[config.mk]
export PLATFORM = sky130hd
export DESIGN_NAME = class_arbiter_flat
export DESIGN_NICKNAME = d
export VERILOG_FILES = /design/src/rtl/class_arbiter_pkg.sv /design/src/rtl/class_arbiter_if.sv /design/src/rtl/class_arbiter_rr_pick.sv /design/src/rtl/class_arbiter.sv /design/src/flat_wrapper.sv
export SDC_FILE = /design/constraint.sdc
export NUM_CORES = 1
export LEC_CHECK = 0
export CELL_PAD_IN_SITES_DETAIL_PLACEMENT = 0
export CELL_PAD_IN_SITES_GLOBAL_PLACEMENT = 2
export CORE_MARGIN = 5
export CORE_UTILIZATION = 23
export CTS_BUF_LIST = sky130_fd_sc_hd__clkbuf_4 sky130_fd_sc_hd__clkbuf_8
export CTS_CLUSTER_DIAMETER = 200
export DETAILED_ROUTE_END_ITERATION = 10
export PLACE_DENSITY = 0.79
export SLEW_MARGIN = 20
export SYNTH_ARGS = -nofsm -noshare
export SYNTH_HDL_FRONTEND = slang
export SYNTH_SLANG_ARGS = --single-unit
[constraint.sdc]
create_clock -name clk -period 2.85 [get_ports clk]
set_clock_uncertainty 0.15 [all_clocks]
set_input_delay 0.7125 -clock clk [delete_from_list [all_inputs] [get_ports clk]]
set_output_delay 0.7125 -clock clk [all_outputs]
set_load 0.05 [all_outputs]
[src/rtl/class_arbiter_pkg.sv]
// Shared definitions for the class arbiter: link state encodings, class count
// and where the class tag sits inside a data word.
package class_arbiter_pkg;

  // state     | meaning
  // ST_RESET  | link held in reset, arbiter clears like a hard reset
  // ST_INIT   | link training, no new pops, in-flight words drain
  // ST_IDLE   | link up, arbitration enabled
  // ST_ACTIVE | link up and carrying traffic, arbitration enabled
  typedef enum logic [3:0] {
    ST_RESET  = 4'b0001,
    ST_INIT   = 4'b0010,
    ST_IDLE   = 4'b0100,
    ST_ACTIVE = 4'b1000
  } link_state_e;

  localparam int NUM_CLASS   = 4;
  localparam int CLASS_IDX_W = $clog2(NUM_CLASS);

  // The class tag occupies the top CLASS_W bits of every word.
  localparam int CLASS_W = 2;

  function automatic int class_msb(input int data_width);
    return data_width - 1;
  endfunction

  function automatic int class_lsb(input int data_width);
    return data_width - CLASS_W;
  endfunction

endpackage

[src/rtl/class_arbiter_if.sv]
// Bundle of the class FIFO read side, output FIFO write side and link state
// seen by the class arbiter. The arbiter uses the slave view.
interface class_arbiter_if #(
  parameter int DATA_WIDTH = 12
);
  logic [3:0]            state;
  logic [DATA_WIDTH-1:0] data_0;
  logic [DATA_WIDTH-1:0] data_1;
  logic [DATA_WIDTH-1:0] data_2;
  logic [DATA_WIDTH-1:0] data_3;
  logic                  empty_0;
  logic                  empty_1;
  logic                  empty_2;
  logic                  empty_3;
  logic                  almost_full_out;
  logic                  pop_0;
  logic                  pop_1;
  logic                  pop_2;
  logic                  pop_3;
  logic                  push_out;
  logic [DATA_WIDTH-1:0] data_out;
  logic                  idle;

  modport slave (
    input  state,
    input  data_0, data_1, data_2, data_3,
    input  empty_0, empty_1, empty_2, empty_3,
    input  almost_full_out,
    output pop_0, pop_1, pop_2, pop_3,
    output push_out,
    output data_out,
    output idle
  );

  modport master (
    output state,
    output data_0, data_1, data_2, data_3,
    output empty_0, empty_1, empty_2, empty_3,
    output almost_full_out,
    input  pop_0, pop_1, pop_2, pop_3,
    input  push_out,
    input  data_out,
    input  idle
  );

endinterface

[src/rtl/class_arbiter_rr_pick.sv]
// Rotating-priority picker: starting at i_ptr and walking upward modulo
// NUM_CLASS, grant the first requesting class (one-hot).
module class_arbiter_rr_pick
  import class_arbiter_pkg::*;
(
  input  logic [NUM_CLASS-1:0]   i_req,
  input  logic [CLASS_IDX_W-1:0] i_ptr,
  output logic [NUM_CLASS-1:0]   o_grant,
  output logic                   o_valid
);

  logic [CLASS_IDX_W-1:0] w_idx;

  // first requester at or after the pointer wins
  always_comb begin
    o_grant = '0;
    o_valid = 1'b0;
    w_idx   = '0;
    for (int off = 0; off < NUM_CLASS; off++) begin
      w_idx = i_ptr + off[CLASS_IDX_W-1:0];
      if (!o_valid && i_req[w_idx]) begin
        o_grant[w_idx] = 1'b1;
        o_valid        = 1'b1;
      end
    end
  end

endmodule

[src/rtl/class_arbiter.sv]
// Round-robin arbiter moving words from four class FIFOs into one output
// FIFO. Pops are combinational in the grant cycle; the popped word is
// captured the next cycle and pushed the cycle after that.
module class_arbiter
  import class_arbiter_pkg::*;
#(
  parameter int DATA_WIDTH = 12
) (
  input logic            clk,
  input logic            reset,
  class_arbiter_if.slave bus
);

  typedef logic [CLASS_IDX_W-1:0] cls_idx_t;

  logic [NUM_CLASS-1:0]  w_empty;
  logic [NUM_CLASS-1:0]  w_req;
  logic [NUM_CLASS-1:0]  w_grant;
  logic [NUM_CLASS-1:0]  w_pop;
  logic [DATA_WIDTH-1:0] w_data [NUM_CLASS];
  logic                  w_en;
  logic                  w_sync_clr;
  logic                  w_any;
  logic                  w_fire;
  cls_idx_t              w_grant_idx;

  cls_idx_t              r_rr_ptr;
  logic                  r_run;
  logic                  r_v1;
  cls_idx_t              r_sel1;
  logic                  r_v2;
  logic [DATA_WIDTH-1:0] r_data_out;
  logic                  r_idle;

  assign w_empty   = {bus.empty_3, bus.empty_2, bus.empty_1, bus.empty_0};
  assign w_data[0] = bus.data_0;
  assign w_data[1] = bus.data_1;
  assign w_data[2] = bus.data_2;
  assign w_data[3] = bus.data_3;

  assign w_sync_clr = (bus.state == ST_RESET);
  assign w_en       = (bus.state == ST_IDLE) || (bus.state == ST_ACTIVE);

  // A class popped last cycle is skipped: its empty flag may not yet reflect
  // that pop, so popping it again could underflow the FIFO.
  always_comb begin
    w_req = '0;
    for (int k = 0; k < NUM_CLASS; k++) begin
      w_req[k] = ~w_empty[k] & ~(r_v1 && (r_sel1 == k[CLASS_IDX_W-1:0]));
    end
  end

  class_arbiter_rr_pick u_rr_pick (
    .i_req   (w_req),
    .i_ptr   (r_rr_ptr),
    .o_grant (w_grant),
    .o_valid (w_any)
  );

  // one-hot grant to class index
  always_comb begin
    w_grant_idx = '0;
    for (int k = 0; k < NUM_CLASS; k++) begin
      if (w_grant[k]) begin
        w_grant_idx = k[CLASS_IDX_W-1:0];
      end
    end
  end

  // r_run keeps pops low while reset is held (and the first cycle after
  // release) without feeding the async reset into combinational logic.
  assign w_fire = w_en & r_run & ~bus.almost_full_out & w_any;
  assign w_pop  = w_fire ? w_grant : '0;

  assign bus.pop_0    = w_pop[0];
  assign bus.pop_1    = w_pop[1];
  assign bus.pop_2    = w_pop[2];
  assign bus.pop_3    = w_pop[3];
  assign bus.push_out = r_v2;
  assign bus.data_out = r_data_out;
  assign bus.idle     = r_idle;

  // arms pop issue once reset has been released
  always_ff @(posedge clk or posedge reset) begin
    if (reset) begin
      r_run <= 1'b0;
    end else begin
      r_run <= 1'b1;
    end
  end

  // round-robin pointer moves just past each granted class
  always_ff @(posedge clk or posedge reset) begin
    if (reset) begin
      r_rr_ptr <= '0;
    end else if (w_sync_clr) begin
      r_rr_ptr <= '0;
    end else if (w_fire) begin
      r_rr_ptr <= w_grant_idx + cls_idx_t'(1);
    end
  end

  // two-stage valid/class-select pipeline tracking pops in flight
  always_ff @(posedge clk or posedge reset) begin
    if (reset) begin
      r_v1   <= 1'b0;
      r_sel1 <= '0;
      r_v2   <= 1'b0;
    end else if (w_sync_clr) begin
      r_v1   <= 1'b0;
      r_sel1 <= '0;
      r_v2   <= 1'b0;
    end else begin
      r_v1   <= w_fire;
      r_sel1 <= w_grant_idx;
      r_v2   <= r_v1;
    end
  end

  // capture the popped word one cycle after its pop; hold it otherwise
  always_ff @(posedge clk or posedge reset) begin
    if (reset) begin
      r_data_out <= '0;
    end else if (w_sync_clr) begin
      r_data_out <= '0;
    end else if (r_v1) begin
      r_data_out <= w_data[r_sel1];
    end
  end

  // idle: nothing queued and no pop in the pop/capture stages
  always_ff @(posedge clk or posedge reset) begin
    if (reset) begin
      r_idle <= 1'b1;
    end else if (w_sync_clr) begin
      r_idle <= 1'b1;
    end else begin
      r_idle <= (&w_empty) & ~w_fire & ~r_v1;
    end
  end

endmodule
[src/flat_wrapper.sv]
// flat-port wrapper written by rule: the top's interface ports become plain ports
module class_arbiter_flat import class_arbiter_pkg::*;
#(
  parameter int DATA_WIDTH = 12
)
  (clk, reset, bus_state, bus_data_0, bus_data_1, bus_data_2, bus_data_3, bus_empty_0, bus_empty_1, bus_empty_2, bus_empty_3, bus_almost_full_out, bus_pop_0, bus_pop_1, bus_pop_2, bus_pop_3, bus_push_out, bus_data_out, bus_idle);
  class_arbiter_if #(.DATA_WIDTH(DATA_WIDTH)) bus_i ();
  input logic clk;
  input logic reset;
  input wire logic [$bits(bus_i.state)-1:0] bus_state;
  input wire logic [$bits(bus_i.data_0)-1:0] bus_data_0;
  input wire logic [$bits(bus_i.data_1)-1:0] bus_data_1;
  input wire logic [$bits(bus_i.data_2)-1:0] bus_data_2;
  input wire logic [$bits(bus_i.data_3)-1:0] bus_data_3;
  input wire logic [$bits(bus_i.empty_0)-1:0] bus_empty_0;
  input wire logic [$bits(bus_i.empty_1)-1:0] bus_empty_1;
  input wire logic [$bits(bus_i.empty_2)-1:0] bus_empty_2;
  input wire logic [$bits(bus_i.empty_3)-1:0] bus_empty_3;
  input wire logic [$bits(bus_i.almost_full_out)-1:0] bus_almost_full_out;
  output wire logic [$bits(bus_i.pop_0)-1:0] bus_pop_0;
  output wire logic [$bits(bus_i.pop_1)-1:0] bus_pop_1;
  output wire logic [$bits(bus_i.pop_2)-1:0] bus_pop_2;
  output wire logic [$bits(bus_i.pop_3)-1:0] bus_pop_3;
  output wire logic [$bits(bus_i.push_out)-1:0] bus_push_out;
  output wire logic [$bits(bus_i.data_out)-1:0] bus_data_out;
  output wire logic [$bits(bus_i.idle)-1:0] bus_idle;
  assign bus_i.state = bus_state;
  assign bus_i.data_0 = bus_data_0;
  assign bus_i.data_1 = bus_data_1;
  assign bus_i.data_2 = bus_data_2;
  assign bus_i.data_3 = bus_data_3;
  assign bus_i.empty_0 = bus_empty_0;
  assign bus_i.empty_1 = bus_empty_1;
  assign bus_i.empty_2 = bus_empty_2;
  assign bus_i.empty_3 = bus_empty_3;
  assign bus_i.almost_full_out = bus_almost_full_out;
  assign bus_pop_0 = bus_i.pop_0;
  assign bus_pop_1 = bus_i.pop_1;
  assign bus_pop_2 = bus_i.pop_2;
  assign bus_pop_3 = bus_i.pop_3;
  assign bus_push_out = bus_i.push_out;
  assign bus_data_out = bus_i.data_out;
  assign bus_idle = bus_i.idle;
  class_arbiter #(.DATA_WIDTH(DATA_WIDTH)) u_core (.clk(clk), .reset(reset), .bus(bus_i));
endmodule
* Word-level counts from Yosys, hierarchy flattened
Cells that the tools add are included.
Word-level totals: memory bits (read-only) 0, input port bits 59, word-level logic and storage cells 108, memories 0, register bits 20, RAM bits 0, latch bits 0
Operators by class: magnitude comparators 9, multiplexer cells 39, bitwise gates (word level) 24, multipliers 0, divide/modulo/power cells 0, eq/ne operators 6, shift-type cells 0, add/subtract/negate cells 4, reduce and logical (&&, ||, !) cells 19
Operators with widths (number):
- 12-bit two-way mux | 4
- 12-bit binary-select mux with 2-bit select | 1
- 4-bit two-way mux | 5
- 1-bit two-way mux | 16
- 2-bit by 3-bit < comparator with 1-bit output, second input constant | 4
- 4-bit OR | 3
- 1-bit logical AND | 11
- 1-bit inverter | 11
- 2-bit two-way mux | 5
- 1-bit bitwise AND | 9
- 1-bit binary-select mux with 2-bit select | 4
- 1-bit demux with 2-bit select | 4
- 2-bit by 1-bit >= comparator with 1-bit output, second input constant | 4
- 2-bit by 1-bit adder with 2-bit output, second input constant | 2
- 2-bit adder, second input constant | 2
- 2-bit == test, second input constant | 2
- 4-bit by 1-bit == test with 1-bit output, second input constant | 1
- 4-bit by 3-bit == test with 1-bit output, second input constant | 1
- 4-bit == test, second input constant | 1
- 4-bit AND reduction | 1
- 2-bit nonzero test | 2
- 3-bit >= comparator, second input constant | 1
- 1-bit zero test | 3
- 2-bit inverter with 3-bit output | 1
- 3 further kinds | 3

* Longest topological paths before layout
Gate-level depths: netlist (run 1).
word-level depth 22, mapped depth 10, mapped depth without buffers 9

* By module
From an unflattened synthesis (run 1), not the netlist that was laid out.
Unflattened totals: cells, all modules 181, area total of the unflattened synthesis 1737.9 um^2
Modules (own cells, without submodules):
- class_arbiter | area an instance 1243.7 um^2, seq. area each 501.7 um^2, cells each 119, times used 1
- class_arbiter_rr_pick | area an instance 494.2 um^2, seq. area each 0.0 um^2, cells each 62, times used 1

* Worst setup path before layout (run 1)
No wires, ideal clock.
path kind input to output, from input port bus_empty_1, to output port bus_pop_3, data arrival time 2.317 ns, setup slack -0.330 ns, cell stages on the path 6, buffers on the path 0, cell sequence mux2i_1 o21ai_2 or3b_4 a21oi_4 a221oi_2 nor2_1
Between the ends: word-level cells in the longest chain between the ends 16
Ends and longest elaborated chain:
- start, declared | line flat_wrapper.sv:16 | input wire logic [$bits(bus_i.empty_1)-1:0] bus_empty_1;
- 1-bit inverter (*) | line class_arbiter.sv:49 | w_req[k] = ~w_empty[k] & ~(r_v1 && (r_sel1 == k[CLASS_IDX_W-1:0]));
- 1-bit bitwise AND (*) | line class_arbiter.sv:49
- 1-bit binary-select mux with 2-bit select | line class_arbiter_rr_pick.sv:21 | if (!o_valid && i_req[w_idx]) begin
- 1-bit two-way mux (not written as such) | line class_arbiter_rr_pick.sv:21
- 1-bit two-way mux | line class_arbiter_rr_pick.sv:21
- 1-bit zero test | line class_arbiter_rr_pick.sv:21
- 1-bit logical AND | line class_arbiter_rr_pick.sv:21
- 1-bit two-way mux | line class_arbiter_rr_pick.sv:21
- 1-bit zero test | line class_arbiter_rr_pick.sv:21
- 1-bit logical AND | line class_arbiter_rr_pick.sv:21
- 1-bit two-way mux | line class_arbiter_rr_pick.sv:21
- 1-bit zero test | line class_arbiter_rr_pick.sv:21
- 1-bit logical AND | line class_arbiter_rr_pick.sv:21
- 1-bit two-way mux | line class_arbiter_rr_pick.sv:21
- 1-bit bitwise AND | line class_arbiter.sv:72 | assign w_fire = w_en & r_run & ~bus.almost_full_out & w_any;
- 4-bit two-way mux (*) | line class_arbiter.sv:73 | assign w_pop = w_fire ? w_grant : '0;
- end, declared | line flat_wrapper.sv:23 | output wire logic [$bits(bus_i.pop_3)-1:0] bus_pop_3;
Mark *: on every way between the ends. The rest lies on a longest branch, timed or not. The select of a mux whose other input is x is not followed.

* Worst setup path in the final report (run 1)
from register u_core.r_rr_ptr[0], to output port bus_pop_3
Between the ends: word-level cells in the longest chain between the ends 14
Ends and longest elaborated chain:
- start, declared | line class_arbiter.sv:27 | cls_idx_t r_rr_ptr;
- start signal, assigned | line class_arbiter.sv:99 | r_rr_ptr <= w_grant_idx + cls_idx_t'(1);
- parallel branches: the longest is 13 deep, another holds 2-bit by 3-bit < comparator with 1-bit output
- 4-bit two-way mux (*) | line class_arbiter.sv:73
Mark *: on every way between the ends. The select of a mux whose other input is x is not followed.

==> results of run 1 <==
## tightest hold or removal path: stages, from the launching register on
cell and delay, ns:
dfrtp_1 0.34, mux2i_1 0.06, nor2_1 0.08
## logic make-up after synthesis
group | synth area share [%]
adders and majority gates | 5.49
AOI/OAI and AO/OA | 13.3
muxes | 31.1
buffers and inverters | 3.92
xor gates and xnor gates | 3.30
DFF | 31.5
other | 0.235
and+or+nand+nor | 11.1
## synthesized netlist by cell type (3+ instances only)
cell type / count
dfrtp_1: 19
mux2i_1: 17
nor2_1: 17
mux4_2: 11
ha_1: 7
inv_1: 5
nand2_1: 5
a21boi_0: 3
a21oi_1: 3
o21ai_0: 3
## final cells by class
cell class,instances,area [um2],area share [%]
clock inverter,1,30.0,1.06
tap,80,100,3.53
clock buffer,3,41.3,1.46
sequential,20,502,17.7
inverter,5,18.8,0.661
timing repair buffer,100,970,34.2
multi-input combinational,103,1180,41.4
## state kept, by name, summed over array words and instances, names as in the netlist
signal / cells
u_core.bus.data_out: 12
u_core.r_rr_ptr: 2
u_core.r_sel1: 2
u_core.bus.idle: 1
u_core.bus.push_out: 1
u_core.r_run: 1
u_core.r_v1: 1
## what timing repair did
action / in CTS / in global routing
endpoints found under the setup margin: 4 / 4
endpoints found under the hold margin: 0 / 0
hold buffers: 0 / 0
gates resized for setup: 17 / 15
buffers inserted: 2 / 0
pin swaps: 8 / 5
## layout by cell type, fill, tap and decap left out, types with 3 or more instances in the layout
cell type         n
inv_1             5
mux2i_1          13
ha_1              7
mux2i_4           3
clkdlybuf4s50_1  68
mux4_2           11
dfrtp_1          19
nor2_1           14
nand2_1           5
clkbuf_8          3
buf_4            23
buf_12            3
a221oi_4          3
clkbuf_2          3
nor2_4            3
mux2_4            3
## how the worst max path moves through the flow
stage / from / end / slack [ns] / cells past startpoint
3_3_place_gp: bus_empty_0 / bus_pop_1 / -0.63 / 8
3_5_place_dp: bus_empty_0 / bus_pop_1 / -0.66 / 8
4_1_cts: u_core.r_rr_ptr[0]$_DFFE_PP0P_ / bus_pop_3 / -0.34 / 8
2_1_floorplan: bus_empty_3 / bus_pop_3 / -0.02 / 6
5_1_grt: u_core.r_rr_ptr[0]$_DFFE_PP0P_ / bus_pop_2 / -0.40 / 8
6_report: u_core.r_rr_ptr[0]$_DFFE_PP0P_ / bus_pop_3 / -0.30 / 8
## report_power, final
| group | total, mW | switching [mW] | internal [mW] |
|---|---|---|---|
| sequential | 0.419 | 0.0618 | 0.357 |
| clock | 0.280 | 0.0923 | 0.187 |
| combinational | 1.55 | 0.776 | 0.777 |
| total | 2.25 | 0.930 | 1.32 |
## layer usage
layer | track usage [%] | share of wire (%)
met1 | 13.3 | 41
met2 | 19.4 | 52
met3 | 2.98 | 5.8
met4 | 1.83 | 0.50
met5 | 0 | 0
==> results_dict.tcl, run 1 <==
set metrics [dict create \
    rows 30 \
    relSlewSlack_pct 50.4 \
    cts.path.max_buffers 2 \
    crit_fanout 6 \
    min_from "u_core.bus.data_out[3]$_DFFE_PP0P_" \
    finalSetupViolCount 4 \
    power_density_nw_per_um2 794 \
    worstMarginPinSlew_ns 0.744 \
    violations "negative setup slack" \
    end_kind "output port" \
    crit_buf_inv 2 \
    fin_util_pct 42.0 \
    fin_ws_ns -0.305 \
    drv_slew 0 \
    r2r_start "u_core.r_rr_ptr[0]$_DFFE_PP0P_" \
    dpl_cell_area_um2 2670 \
    cp.arrival_ns 2.29 \
    cts.sinks 20 \
    grt_pass1_vias 1577 \
    cts_made_buffers 3 \
    clock.fmax_mhz 317 \
    ys.flop_type "dfrtp_1" \
    ys_types 45 \
    hpwl_um 3970 \
    synth_area_um2 1590 \
    die_w_um 93.3 \
    clk_latency_ns 0.26 \
    drv_cap 0 \
    final_cell_area_um2 2840 \
    hold_viol 0 \
    grt_usage_pct 10.9 \
    root_buffer "clkbuf_8" \
    worst_setup_path_start_kind "flip-flop" \
    ys_seq_elements 20 \
    yosys_warnings 0 \
    slowest_delay_ns 0.43 \
    grt_pass1_wl_um 7600 \
    vias 1426 \
    path_delay_family "compound AO/OA/AOI/OAI gates" \
    grt_max_degree 21 \
    power_mw 2.25 \
    hold_class "reg -> reg" \
    required_ns 1.99 \
    cts_max_level 1 \
    dieArea_um2 8700 \
    area_growth_pct 78.0 \
    async_reset_ff_share_pct 100 \
    syn-num-nets 201 \
    yosysTopAreaCell "dfrtp_1" \
    drt-total-wl_um 4810 \
    max-vdd-ir-drop_v 0.000269 \
    p_leak_nw 1.11 \
    min_period_over_period_pct 111 \
    drive_gt1_share_pct 31.5 \
    placedCellCount 306 \
    antenna_found_initial 0 \
    synth_seq_area_share_pct 31.5 \
    dr.pass1.iters 4 \
    reg2reg_depth 9 \
    fillers 670 \
    drt_iter0_markers 28 \
    synth_edf_count 0 \
    rsz0062_at_grt "yes" \
    status "complete, but fails checks" \
    synth_top_area_share_pct 29.8 \
    wl_per_cell_um 15.4 \
    synth.top_cells.by_area "dfrtp_1, mux4_2, mux2i_1" \
    overflow 0 \
    avgSynthCellArea_um2 11.8 \
    r2r_slack_ns 0.30 \
    cp_cell_sequence "buf_12 -> xor2_4 -> o21ai_4 -> or3b_4 -> a21oi_4 -> a221oi_4 -> nor2_4 -> buf_8" \
    port_buffers 76 \
    initial_core_util_pct 23.6 \
    gp_congestion 0.768 \
    clk_pin_slew_ns 0.08 \
    holdWs_ns 0.377 \
    core_um2 6760 \
    final_nets 299 \
    detail-route-antenna-nets 0 \
    drcViolationCount 0 \
    period_minus_slack_ns 3.15 \
    drt-vias-per-instance 4.57 \
    slowest_stage "dfrtp_1" \
    tns_ns -1.14 \
    synth_cells 135 \
    diodes 0 \
    hold_path_depth 2 \
    r2r-end "u_core.r_rr_ptr[0]$_DFFE_PP0P_" \
    place_ws_ns -0.657 \
    worstSetupPathType "reg -> out" \
    die_h_um 93.3 \
    cts_tree "built" \
    ioPinCount 77 \
    layoutNonFillerInstCount 312 \
    hold_path_end "u_core.bus.data_out[3]$_DFFE_PP0P_" \
]
Power figures use the tool's default switching activity.
==> inputs of run 2 (changes only) <==
--- a/config.mk
+++ b/config.mk
@@ -7,7 +7,6 @@
 export LEC_CHECK = 0
 export CELL_PAD_IN_SITES_DETAIL_PLACEMENT = 0
 export CELL_PAD_IN_SITES_GLOBAL_PLACEMENT = 2
-export CORE_MARGIN = 5
 export CORE_UTILIZATION = 23
 export CTS_BUF_LIST = sky130_fd_sc_hd__clkbuf_4 sky130_fd_sc_hd__clkbuf_8
 export CTS_CLUSTER_DIAMETER = 200
==> run 2 against run 1 <==
  * The flow still finishes with violations (negative setup slack)
  * Critical path type unchanged
  * Die area decreased by 16%
  * Core utilization increased by 0.66 points
  * First-iteration DRC count decreased by 3.6%
  * Setup slack improved by 0.025 ns
  * Non-clock buffer count increased by 4
  * Clock power decreased by 30%
  * Worst hold slack got worse by 0.0076 ns
  * Global-route usage increased by 1.6 points
  * Register-to-register slack improved by 0.02 ns
  * Clock-buffer cell count increased by 1
  * Largest cell class unchanged
  * Combinational power decreased by 3%
  * Sequential share of layout area increased by 0.42 points
==> results_dict.tcl, run 2 (synthesis results as in run 1) <==
set metrics [dict create \
    antenna_found_initial 0 \
    wl_per_cell_um 13.7 \
    slowest_delay_ns 0.48 \
    violations "negative setup slack" \
    fin_util_pct 42.7 \
    drv_cap 0 \
    cts.sinks 20 \
    layout_commonest_cell "clkdlybuf4s50_1" \
    hpwl_um 3510 \
    power_density_nw_per_um2 768 \
    root_buffer "clkbuf_8" \
    worst_setup_path_start_kind "flip-flop" \
    slowest_stage "dfrtp_2" \
    clock.fmax_mhz 319 \
    holdWs_ns 0.370 \
    drcViolationCount 0 \
    largest_register_ffs 12 \
    dieArea_um2 7270 \
    cp_cell_sequence "buf_4 -> xnor2_4 -> o21a_1 -> and3_1 -> o211a_4 -> a221oi_4 -> nor2_4 -> buf_12" \
    area_growth_pct 74.8 \
    gp_congestion 0.754 \
    final_cell_area_um2 2790 \
    crit_buf_inv 2 \
    worstSetupPathType "reg -> out" \
    end_kind "output port" \
    crit_fanout 7 \
    grtUsageMet1_pct 15.9 \
    drive_gt1_share_pct 33.9 \
    dr.pass1.iters 4 \
    cts.path.max_buffers 2 \
    die_w_um 85.3 \
    min_period_over_period_pct 110 \
    cp.arrival_ns 2.27 \
    p_leak_nw 1.10 \
    r2r_start "u_core.r_rr_ptr[0]$_DFFE_PP0P_" \
    clk_latency_ns 0.26 \
    initial_core_util_pct 24.4 \
    dpl_cell_area_um2 2650 \
    diodes 0 \
    drt_iter0_markers 27 \
    core_um2 6530 \
    use_met2_pct 21.1 \
    grt_util_met3_pct 3.02 \
    ioPinCount 77 \
    drv_slew 0 \
    cts_max_level 1 \
    hold_class "reg -> reg" \
    drt-total-wl_um 4290 \
    hold_viol 0 \
    fin_ws_ns -0.280 \
    startpoint "u_core.r_rr_ptr[0]$_DFFE_PP0P_" \
    clk_pin_slew_ns 0.06 \
    overflow 0 \
    grt_pass1_wl_um 7180 \
    rsz0062_at_grt "yes" \
    drt-vias-per-instance 4.67 \
    final_nets 303 \
    fillers 642 \
    worstMarginPinSlew_ns 0.759 \
    tns_ns -0.971 \
    port_buffers 76 \
    vias 1462 \
    min_from "u_core.bus.data_out[10]$_DFFE_PP0P_" \
    max-vdd-ir-drop_v 0.000243 \
    finalSetupViolCount 4 \
    status "complete, but fails checks" \
    final_cell_mix "clkdlybuf4s50_1, buf_4, dfrtp_1, nor2_1, mux2i_1" \
    rows 29 \
    grt_max_degree 21 \
    die_h_um 85.3 \
    grt_pass1_vias 1536 \
    period_minus_slack_ns 3.13 \
    grt_usage_pct 12.6 \
    grt_busiest_layer "met2" \
    required_ns 1.99 \
    detail-route-antenna-nets 0 \
    cts_tree "built" \
    path_delay_family "compound AO/OA/AOI/OAI gates" \
    relSlewSlack_pct 49.3 \
    place_ws_ns -0.637 \
    cts_made_buffers 3 \
]
[run 2: changes by cell type in the layout (fill, tap and decap cells not counted), moves of 2 or more]
cell      delta
buf_6        +3
mux2i_2      +3
buf_8        -2
mux2i_4      -2
dfrtp_2      +2
buf_2        +4
clkbuf_2     -3
dfrtp_1      -2
buf_4        +4
[run 2: worst register-to-register path, delay by kind of cell (launching register included)]
family	cells	cell delay (ns)
AOI/OAI and AO/OA	4	1.05
xor gates and xnor gates	1	0.14
and+or+nand+nor	2	0.24
buffers and inverters	2	0.36
DFF	1	0.48
[run 2: path summary, 6_finish.rpt]
check                                                 endpoint  cells after the start  slack [ns]
setup reg to reg                u_core.r_rr_ptr[0]$_DFFE_PP0P_                      9        0.32
hold / removal             u_core.bus.data_out[10]$_DFFE_PP0P_                      2        0.37
max in group asynchronous       u_core.r_rr_ptr[0]$_DFFE_PP0P_                      2        1.28
setup / recovery                                     bus_pop_2                      8       -0.28
min in group asynchronous               u_core.r_run$_DFF_PP0_                      2        0.74
hold reg to reg            u_core.bus.data_out[10]$_DFFE_PP0P_                      2        0.37
[run 2: power by group]
part / internal, mW / switching, mW
Combinational: 0.772 / 0.743
Clock: 0.109 / 0.0863
Sequential: 0.360 / 0.0704
[run 2: per-layer routing]
metal	part of all wire (%)	vias to the layer above
met4	1.7	0
met2	51	43
li1	-	705
met3	4.7	6
met5	0	-
met1	43	708
[run 2: area by class of cell]
cell class | instances | area, um2 | share of cell area [%]
repair buffers | 104 | 977 | 35.1
well taps | 77 | 96.3 | 3.46
flip-flops and latches | 20 | 504 | 18.1
inverters | 5 | 18.8 | 0.674
clock buffers | 4 | 48.8 | 1.75
multi-input cells | 103 | 1140 | 41.0
[run 2: what timing repair did]
item / 4_1_cts / 5_1_grt
pin swaps: 8 / 2
resized for setup: 28 / 5
setup buffers: 6 / 0
setup endpoints to repair: 4 / 4
hold buffers: 0 / 0
[run 2: stage by stage]
step / instances / power [mW]
after detailed placement: 303 / 1.83
after CTS: 313 / 2.15
after floorplan: 135 / 1.38
after global placement: 303 / 1.83
after global routing: 313 / 2.30
final: 313 / 2.14
